<file path="config.mk">
export PLATFORM = sky130hd
export DESIGN_NAME = batcharger_ctrl
export DESIGN_NICKNAME = d
export VERILOG_FILES = /design/src/rtl/batcharger_pkg.sv /design/src/rtl/batcharger_debounce.sv /design/src/rtl/batcharger_ctrl.sv
export SDC_FILE = /design/constraint.sdc
export NUM_CORES = 1
export LEC_CHECK = 0
export CAP_MARGIN = 40
export CELL_PAD_IN_SITES_DETAIL_PLACEMENT = 0
export CELL_PAD_IN_SITES_GLOBAL_PLACEMENT = 1
export CORE_ASPECT_RATIO = 0.6
export CORE_MARGIN = 8
export CORE_UTILIZATION = 45
export CTS_CLUSTER_DIAMETER = 200
export DETAILED_ROUTE_END_ITERATION = 6
export PLACE_DENSITY_LB_ADDON = 0.1
export SLEW_MARGIN = 20
export SYNTH_ARGS = -nofsm -noshare
export SYNTH_HDL_FRONTEND = slang
export SYNTH_SLANG_ARGS = --single-unit
</file>
<file path="constraint.sdc">
create_clock -name clk -period 9.6 [get_ports clk]
set_clock_uncertainty 0.1 [all_clocks]
set_input_delay 1.92 -clock clk [delete_from_list [all_inputs] [get_ports clk]]
set_output_delay 1.92 -clock clk [all_outputs]
set_load 0.01 [all_outputs]
</file>
<file path="src/rtl/batcharger_pkg.sv">
// Shared definitions for the battery charge controller: state encoding,
// code widths, LSB scaling and default thresholds.
package batcharger_pkg;

  typedef enum logic [2:0] {IDLE, TC, CC, CV, END, FAULT} state_t;

  localparam int CODE_W = 8;
  localparam int ISET_W = 8;
  localparam int SEL_W  = 4;
  localparam int PROD_W = 12;
  localparam int TMR_W  = 32;

  localparam int VBAT_LSB_MV  = 20;
  localparam int IBAT_LSB_MA  = 5;
  localparam int CAP_STEP_MAH = 50;

  localparam logic [CODE_W-1:0] VCUTOFF_DEF = 8'd150;
  localparam logic [CODE_W-1:0] VPRESET_DEF = 8'd210;
  localparam logic [CODE_W-1:0] VRECHG_DEF  = 8'd200;
  localparam logic [CODE_W-1:0] TLOW_DEF    = 8'd31;
  localparam logic [CODE_W-1:0] TEMP_HI_DEF = 8'd140;

  localparam int ITERM_DIV_DEF = 10;
  localparam int DEB_N_DEF     = 3;

  localparam logic [TMR_W-1:0] TC_TMAX_DEF = 32'd1_000_000;
  localparam logic [TMR_W-1:0] CV_TMAX_DEF = 32'd2_000_000;

endpackage

</file>
<file path="src/rtl/batcharger_debounce.sv">
// Counts consecutive qualifying sample strobes; done pulses on the DEB_N-th one
// and the count restarts, so each transition needs a fresh run of samples.
module batcharger_debounce
  import batcharger_pkg::*;
#(
  parameter int DEB_N = DEB_N_DEF
) (
  input  logic clk,
  input  logic rst,
  input  logic qualify,
  input  logic strobe,
  input  logic clear,
  output logic done
);

  localparam int CW = (DEB_N > 2) ? $clog2(DEB_N) : 1;
  localparam logic [CW-1:0] LAST = CW'(DEB_N - 1);

  logic [CW-1:0] cnt;

  assign done = strobe && qualify && (cnt == LAST);

  always_ff @(posedge clk) begin
    if (rst || clear) begin
      cnt <= '0;
    end else if (strobe) begin
      if (!qualify || done) begin
        cnt <= '0;
      end else begin
        cnt <= cnt + 1'b1;
      end
    end
  end

endmodule

</file>
<file path="src/rtl/batcharger_ctrl.sv">
// Trickle / constant-current / constant-voltage charge controller: registers ADC
// samples, debounces every sample-driven transition and drives registered mode flags.
module batcharger_ctrl
  import batcharger_pkg::*;
#(
  parameter int                 DATA_W    = CODE_W,
  parameter logic [DATA_W-1:0]  VCUTOFF   = VCUTOFF_DEF,
  parameter logic [DATA_W-1:0]  VPRESET   = VPRESET_DEF,
  parameter logic [DATA_W-1:0]  VRECHG    = VRECHG_DEF,
  parameter logic [DATA_W-1:0]  TLOW      = TLOW_DEF,
  parameter logic [DATA_W-1:0]  TEMP_HI   = TEMP_HI_DEF,
  parameter int                 ITERM_DIV = ITERM_DIV_DEF,
  parameter int                 DEB_N     = DEB_N_DEF,
  parameter logic [TMR_W-1:0]   TC_TMAX   = TC_TMAX_DEF,
  parameter logic [TMR_W-1:0]   CV_TMAX   = CV_TMAX_DEF
) (
  input  logic              clk,
  input  logic              rst,
  input  logic              en,
  input  logic [SEL_W-1:0]  sel,
  input  logic              sample_valid,
  input  logic [DATA_W-1:0] vbat_code,
  input  logic [DATA_W-1:0] ibat_code,
  input  logic [DATA_W-1:0] vtemp_code,
  output logic [ISET_W-1:0] iset,
  output logic              tc,
  output logic              cc,
  output logic              cv,
  output logic              done,
  output logic              fault
);

  function automatic logic [TMR_W-1:0] sat_inc(input logic [TMR_W-1:0] t);
    return (t == '1) ? t : t + 1'b1;
  endfunction

  // C/10 in TC, 1C in CC/CV (LSB 5 mA, C = 50 mAh per sel step); zero elsewhere
  function automatic logic [ISET_W-1:0] iset_for(input state_t s, input logic [SEL_W-1:0] sl);
    logic [ISET_W-1:0] c10;
    c10 = {{(ISET_W-SEL_W){1'b0}}, sl} + 1'b1;
    case (s)
      TC:      return c10;
      CC, CV:  return c10 * 8'd10;
      default: return '0;
    endcase
  endfunction

  state_t             state;
  state_t             nxt;
  logic [DATA_W-1:0]  vbat_p0;
  logic [DATA_W-1:0]  ibat_p0;
  logic [DATA_W-1:0]  vtemp_p0;
  logic               vld_p0;
  logic [TMR_W-1:0]   tc_timer;
  logic [TMR_W-1:0]   cv_timer;
  logic               temp_bad;
  logic               iterm_hit;
  logic [PROD_W-1:0]  iterm_prod;
  logic [ISET_W-1:0]  cc_set;
  logic               tc_tmo;
  logic               cv_tmo;
  logic               qualify;
  logic               deb_done;

  // Stage p0: sample capture on strobe
  always_ff @(posedge clk) begin
    if (rst) begin
      vbat_p0  <= '0;
      ibat_p0  <= '0;
      vtemp_p0 <= '0;
      vld_p0   <= 1'b0;
    end else begin
      vld_p0 <= sample_valid;
      if (sample_valid) begin
        vbat_p0  <= vbat_code;
        ibat_p0  <= ibat_code;
        vtemp_p0 <= vtemp_code;
      end
    end
  end

  assign temp_bad   = (vtemp_p0 < TLOW) || (vtemp_p0 > TEMP_HI);
  assign cc_set     = iset_for(CC, sel);
  assign iterm_prod = PROD_W'(ibat_p0) * PROD_W'(ITERM_DIV);
  assign iterm_hit  = iterm_prod < PROD_W'(cc_set);
  assign tc_tmo     = (state == TC) && (tc_timer == TC_TMAX - 1'b1);
  assign cv_tmo     = (state == CV) && (cv_timer == CV_TMAX - 1'b1);

  always_comb begin
    qualify = 1'b0;
    case (state)
      IDLE:    qualify = 1'b1;
      TC:      qualify = temp_bad || (vbat_p0 >= VCUTOFF);
      CC:      qualify = temp_bad || (vbat_p0 >= VPRESET);
      CV:      qualify = temp_bad || iterm_hit;
      END:     qualify = vbat_p0 < VRECHG;
      FAULT:   qualify = !temp_bad;
      default: qualify = 1'b0;
    endcase
  end

  batcharger_debounce #(
    .DEB_N(DEB_N)
  ) u_deb (
    .clk     (clk),
    .rst     (rst),
    .qualify (qualify),
    .strobe  (vld_p0),
    .clear   (!en || tc_tmo || cv_tmo),
    .done    (deb_done)
  );

  // Temperature faults outrank the normal exit; timeouts act without debounce
  always_comb begin
    nxt = state;
    if (!en) begin
      nxt = IDLE;
    end else begin
      case (state)
        IDLE: if (deb_done) begin
          if (temp_bad)               nxt = FAULT;
          else if (vbat_p0 < VCUTOFF) nxt = TC;
          else if (vbat_p0 < VPRESET) nxt = CC;
          else                        nxt = END;
        end
        TC: begin
          if (deb_done)    nxt = temp_bad ? FAULT : CC;
          else if (tc_tmo) nxt = FAULT;
        end
        CC: if (deb_done) nxt = temp_bad ? FAULT : CV;
        CV: begin
          if (deb_done)    nxt = temp_bad ? FAULT : END;
          else if (cv_tmo) nxt = END;
        end
        END:     if (deb_done) nxt = IDLE;
        FAULT:   if (deb_done) nxt = IDLE;
        default: nxt = IDLE;
      endcase
    end
  end

  always_ff @(posedge clk) begin
    if (rst) begin
      tc_timer <= '0;
      cv_timer <= '0;
    end else begin
      tc_timer <= (state == TC) ? sat_inc(tc_timer) : '0;
      cv_timer <= (state == CV) ? sat_inc(cv_timer) : '0;
    end
  end

  // Stage p1: state and registered outputs
  always_ff @(posedge clk) begin
    if (rst) begin
      state <= IDLE;
      iset  <= '0;
      tc    <= 1'b0;
      cc    <= 1'b0;
      cv    <= 1'b0;
      done  <= 1'b0;
      fault <= 1'b0;
    end else begin
      state <= nxt;
      iset  <= iset_for(nxt, sel);
      tc    <= (nxt == TC);
      cc    <= (nxt == CC);
      cv    <= (nxt == CV);
      done  <= (nxt == END);
      fault <= (nxt == FAULT);
    end
  end

endmodule

</file>
==> implementation parameters <==
Parameter                              Value

Run status
  Status ... finished clean

STA
  Setup repair after global routing missed its margin ... false
  Aggregate negative setup slack ... 0 ns
  Final worst-path setup slack ... between 3 and 4 ns
  Hold_ws ... ~0.41 ns
  Final Slew Violations ... 0
  Final-report setup violation count ... 0
  Highest attainable clock frequency ... 158 MHz
  Final period demand of the worst path ... around 6.3 ns
  Final hold violations ... 0
  Share of the cycle needed by the critical path after routing ... 66.0%
  Actual slew at the worst max-slew pin ... ~0.63 ns
  Worst max-slew margin expressed relative to the limit ... between 50% and 60%

Power
  Relative contribution of combinational cells to total power ... between 8 and 9%
  PwrDens ... 143 nW/um^2
  Internal power consumption ... between 0.0006 and 0.0007 W
  Fraction of power spent switching nets ... a little under a quarter
  Leakage power ... approximately 2.3 nW
  Power share of the clock group ... roughly 41%
  Net switching power ... a little over 0.0002 W
  Sequential fraction of design power ... roughly 50%
  Worst IR drop on VDD ... between 0.0001 and 0.00015 V

Clock tree
  Buffer type at the clock tree root ... sky130_fd_sc_hd__clkbuf_16
  Number of setup buffers added after CTS ... 0
  Total clock buffers created by CTS ... 9
  CTS tree ... done
  Hold-fix buffers, CTS ... 0
  Maximum count of clock buffers along a single path ... 2
  Clock Sinks ... ~110
  Clock Latency Late Sink ... between 0.3 and 0.4 ns
  CTS clock-pin slew for the worst setup and hold paths ... ~0.070 ns
  Maximum level of the CTS H-tree ... 3
  Post-CTS resize count ... 0

Worst hold path
  HP Class ... reg2reg
  Start point of the worst min-delay path ... tc_timer[30]$_SDFFE_PP0P_

Detailed routing
  Aggregate routed wire length ... between 10 and 15 mm
  Routed len/inst ... between 10 and 15 um
  Number of remaining DRC errors ... 0
  First-pass detailed-route iteration total ... 5
  Detailed-route via count ... about 4400
  Number of DRC markers in iteration 0 ... ~340
  Post-route antenna net violation count ... 0
  Post-detailed-route via-to-cell ratio ... 5.35

Global routing
  Global Route met2 Usage ... a little under a quarter
  Largest net degree at the start of global routing ... 33
  Initial antenna violation count ... 0
  First-pass GRT wire length ... 20.4 mm
  Overflow left after global routing ... 0
  Number of global-route vias before repair ... ~4000
  Met3 Resource Use GR ... under 10%
  Met1 capacity usage during global routing ... between 20% and 30%
  Busiest grt layer ... met1
  Total routing resource utilization after global routing ... roughly 16%

Worst setup path
  Peak per-stage delay on the critical path ... roughly 0.54 ns
  Startpoint kind of the worst setup timing path ... primary input
  Critical path peak fanout ... 6
  Arrival time at the worst endpoint ... between 6 and 7 ns
  Cells along the critical path ... clkdlybuf4s50_1 > ha_1 > xor2_1 > ha_1 > ha_1 > a221o_1 > o21ai_0 > xor2_1 > ha_1 > a211oi_1 > nand4_1 > a221oi_2 > a211oi_1 > nor4_1 > a211oi_2 > nor4_4 > a22o_1
  Cell with the biggest individual delay on the critical path ... sky130_fd_sc_hd__clkdlybuf4s50_1
  Critical path required time ... just under 10 ns
  Path type of the worst setup path ... in2reg
  Most frequent cell on the critical path ... sky130_fd_sc_hd__ha_1
  Worst Setup End Kind ... register
  Startpoint of the most critical setup path ... sel[0]
  Reg-to-Reg Start ... ibat_p0[4]$_SDFFE_PP0P_

Finish
  Ratio of cells with drive above 1 in the final layout ... roughly 4.7%
  Commonest cells after routing, fill and taps aside ... sky130_fd_sc_hd__dfxtp_1 (106), sky130_fd_sc_hd__nor2_1 (98), sky130_fd_sc_hd__clkdlybuf4s50_1 (43)
  Most common cell after layout, fill and taps aside ... sky130_fd_sc_hd__dfxtp_1
  Flip-flop and latch area ... roughly 2100 um^2
  Multi-input combinational cell area ... 3090 um^2
  Final design utilization ... 52.8%
  Count of non-filler cells in the finished layout ... 823
  # diodes ... 0
  Post-layout nets ... around 710
  Number of fillers in the final layout ... around 1100
  Synth-to-Final Area Change ... 15.9%

Die
  Die boundary width ... approximately 160 um
  Number of ports placed on the die boundary ... between 40 and 50
  Placeable core region ... about 12000 um^2
  Die outline height ... ~100 um
  Starting density of the core ... around 46%
  Area of the die ... between 15000 and 20000 um^2
  Floorplan row count ... 31

Placed design
  Number of placed cells counting well taps ... between 800 and 900
  Placer congestion estimate ... between 0.8 and 0.9
  Final HPWL DP ... 9.12 mm
  Count of input and output buffers ... 43
  Post-Place Setup Slack ... ~2.9 ns

Synthesis
  Gate count of the mapped netlist ... 616
  Number of enable-type register cells in the synthesized netlist ... 0
  Post-synth ARST share ... 0%
  Synthesis warning total ... 0
  Seq/Total Area, Yosys ... roughly two fifths
  Synth unique cells ... 60
  Leading register cell type out of synthesis ... sky130_fd_sc_hd__dfxtp_1
  Post-Synthesis Cell Area ... around 5400 um^2
  Average instance area after synthesis ... approximately 8.8 um^2
  FF+latch count, synth ... 106
  Net count after synthesis ... between 600 and 700

Job
  # Max-Cap Violations ... 0
flip-flops by register name (all words and copies together) (netlist names):
| name | count |
|---|---|
| vld_p0 | 1 |
| u_deb.cnt | 2 |
| tc | 1 |
| fault | 1 |
| ibat_p0 | 8 |
| vbat_p0 | 7 |
| state | 3 |
| cv_timer | 32 |
| vtemp_p0 | 8 |
| done | 1 |
| iset | 8 |
| tc_timer | 32 |
| cc | 1 |
| cv | 1 |
kinds of logic (layout without fill, tap and decap cells):
group	after synthesis	in the layout	share of synthesized area [%]
AOI/OAI and AO/OA	74	74	9.29
xor gates and xnor gates	56	56	9.08
adders and majority gates	29	29	6.99
buffers and inverters	45	87	3.61
DFF	106	106	39.3
muxes	26	26	4.82
and+or+nand+nor	280	280	26.9
final timing paths:
check / slack, ns / endpoint / depth (start not counted)
setup / recovery: 3.26 / iset[4]$_SDFF_PP0_ / 17
hold / removal: 0.41 / tc_timer[30]$_SDFFE_PP0P_ / 2
setup reg to reg: 5.59 / iset[4]$_SDFF_PP0_ / 14
hold reg to reg: 0.41 / tc_timer[30]$_SDFFE_PP0P_ / 2
per-layer routing:
layer / up-vias / share of wire, %
li1: 2247 / -
met1: 2036 / 53
met2: 109 / 41
met3: 12 / 5.8
met4: 0 / 0.84
met5: - / 0
critical path: cells and delay by family:
family	cells	cell delay (ns)
XOR/XNOR	2	0.49
adder cells (fa/ha/maj)	4	1.10
buffers and inverters	1	0.54
AND/OR/NAND/NOR	3	1.01
AO/OA/AOI/OAI	7	1.48
power by group through the flow:
stage / logic (W) / clock network (W) / registers, W
floorplan: 0.0000500 / 0 / 0.000460
global placement: 0.0000733 / 0 / 0.000462
CTS: 0.0000765 / 0.000382 / 0.000452
finish: 0.0000758 / 0.000368 / 0.000452
detailed placement: 0.0000758 / 0 / 0.000462
global route: 0.0000853 / 0.000400 / 0.000453
cells in the mapped netlist, types with 3 or more instances:
cell,instances,area share [%]
sky130_fd_sc_hd__o211ai_1,3,0.42
sky130_fd_sc_hd__a21oi_1,23,2.1
sky130_fd_sc_hd__and4_1,10,1.6
sky130_fd_sc_hd__nand3b_1,3,0.42
sky130_fd_sc_hd__o21ai_0,16,1.5
sky130_fd_sc_hd__xnor2_1,22,3.6
sky130_fd_sc_hd__a22o_1,4,0.65
sky130_fd_sc_hd__nand2_1,31,2.2
sky130_fd_sc_hd__nand3_1,30,2.8
sky130_fd_sc_hd__ha_1,27,6.3
sky130_fd_sc_hd__and2_1,8,0.93
sky130_fd_sc_hd__mux2i_1,26,4.8
sky130_fd_sc_hd__nand2b_1,5,0.58
sky130_fd_sc_hd__nor3_1,10,0.93
sky130_fd_sc_hd__or3_1,17,2.0
sky130_fd_sc_hd__inv_1,23,1.6
sky130_fd_sc_hd__dfxtp_1,106,39
sky130_fd_sc_hd__xor2_1,34,5.5
sky130_fd_sc_hd__nor2b_1,4,0.46
sky130_fd_sc_hd__and3_1,17,2.0
sky130_fd_sc_hd__a211oi_1,5,0.69
sky130_fd_sc_hd__nor4_1,9,1.0
sky130_fd_sc_hd__nand4_1,21,2.4
sky130_fd_sc_hd__clkbuf_1,14,0.97
sky130_fd_sc_hd__nor2_1,98,6.8
sky130_fd_sc_hd__nor4b_1,4,0.65
stage by stage:
stage	power, W	cell area (um^2)
after global placement	0.000535	5960
final	0.000896	6260
after CTS	0.000911	6260
after floorplan	0.000510	5400
after global routing	0.000938	6260
after detailed placement	0.000538	5970
area by class of cell:
cell class	instances	area share [%]
timing repair buffer	46	7.23
tap	165	3.30
clock buffer	12	3.94
sequential	106	33.9
inverter	25	1.54
clock inverter	4	0.819
multi-input combinational	465	49.3
No activity file was read; power rests on OpenSTA's default activity.
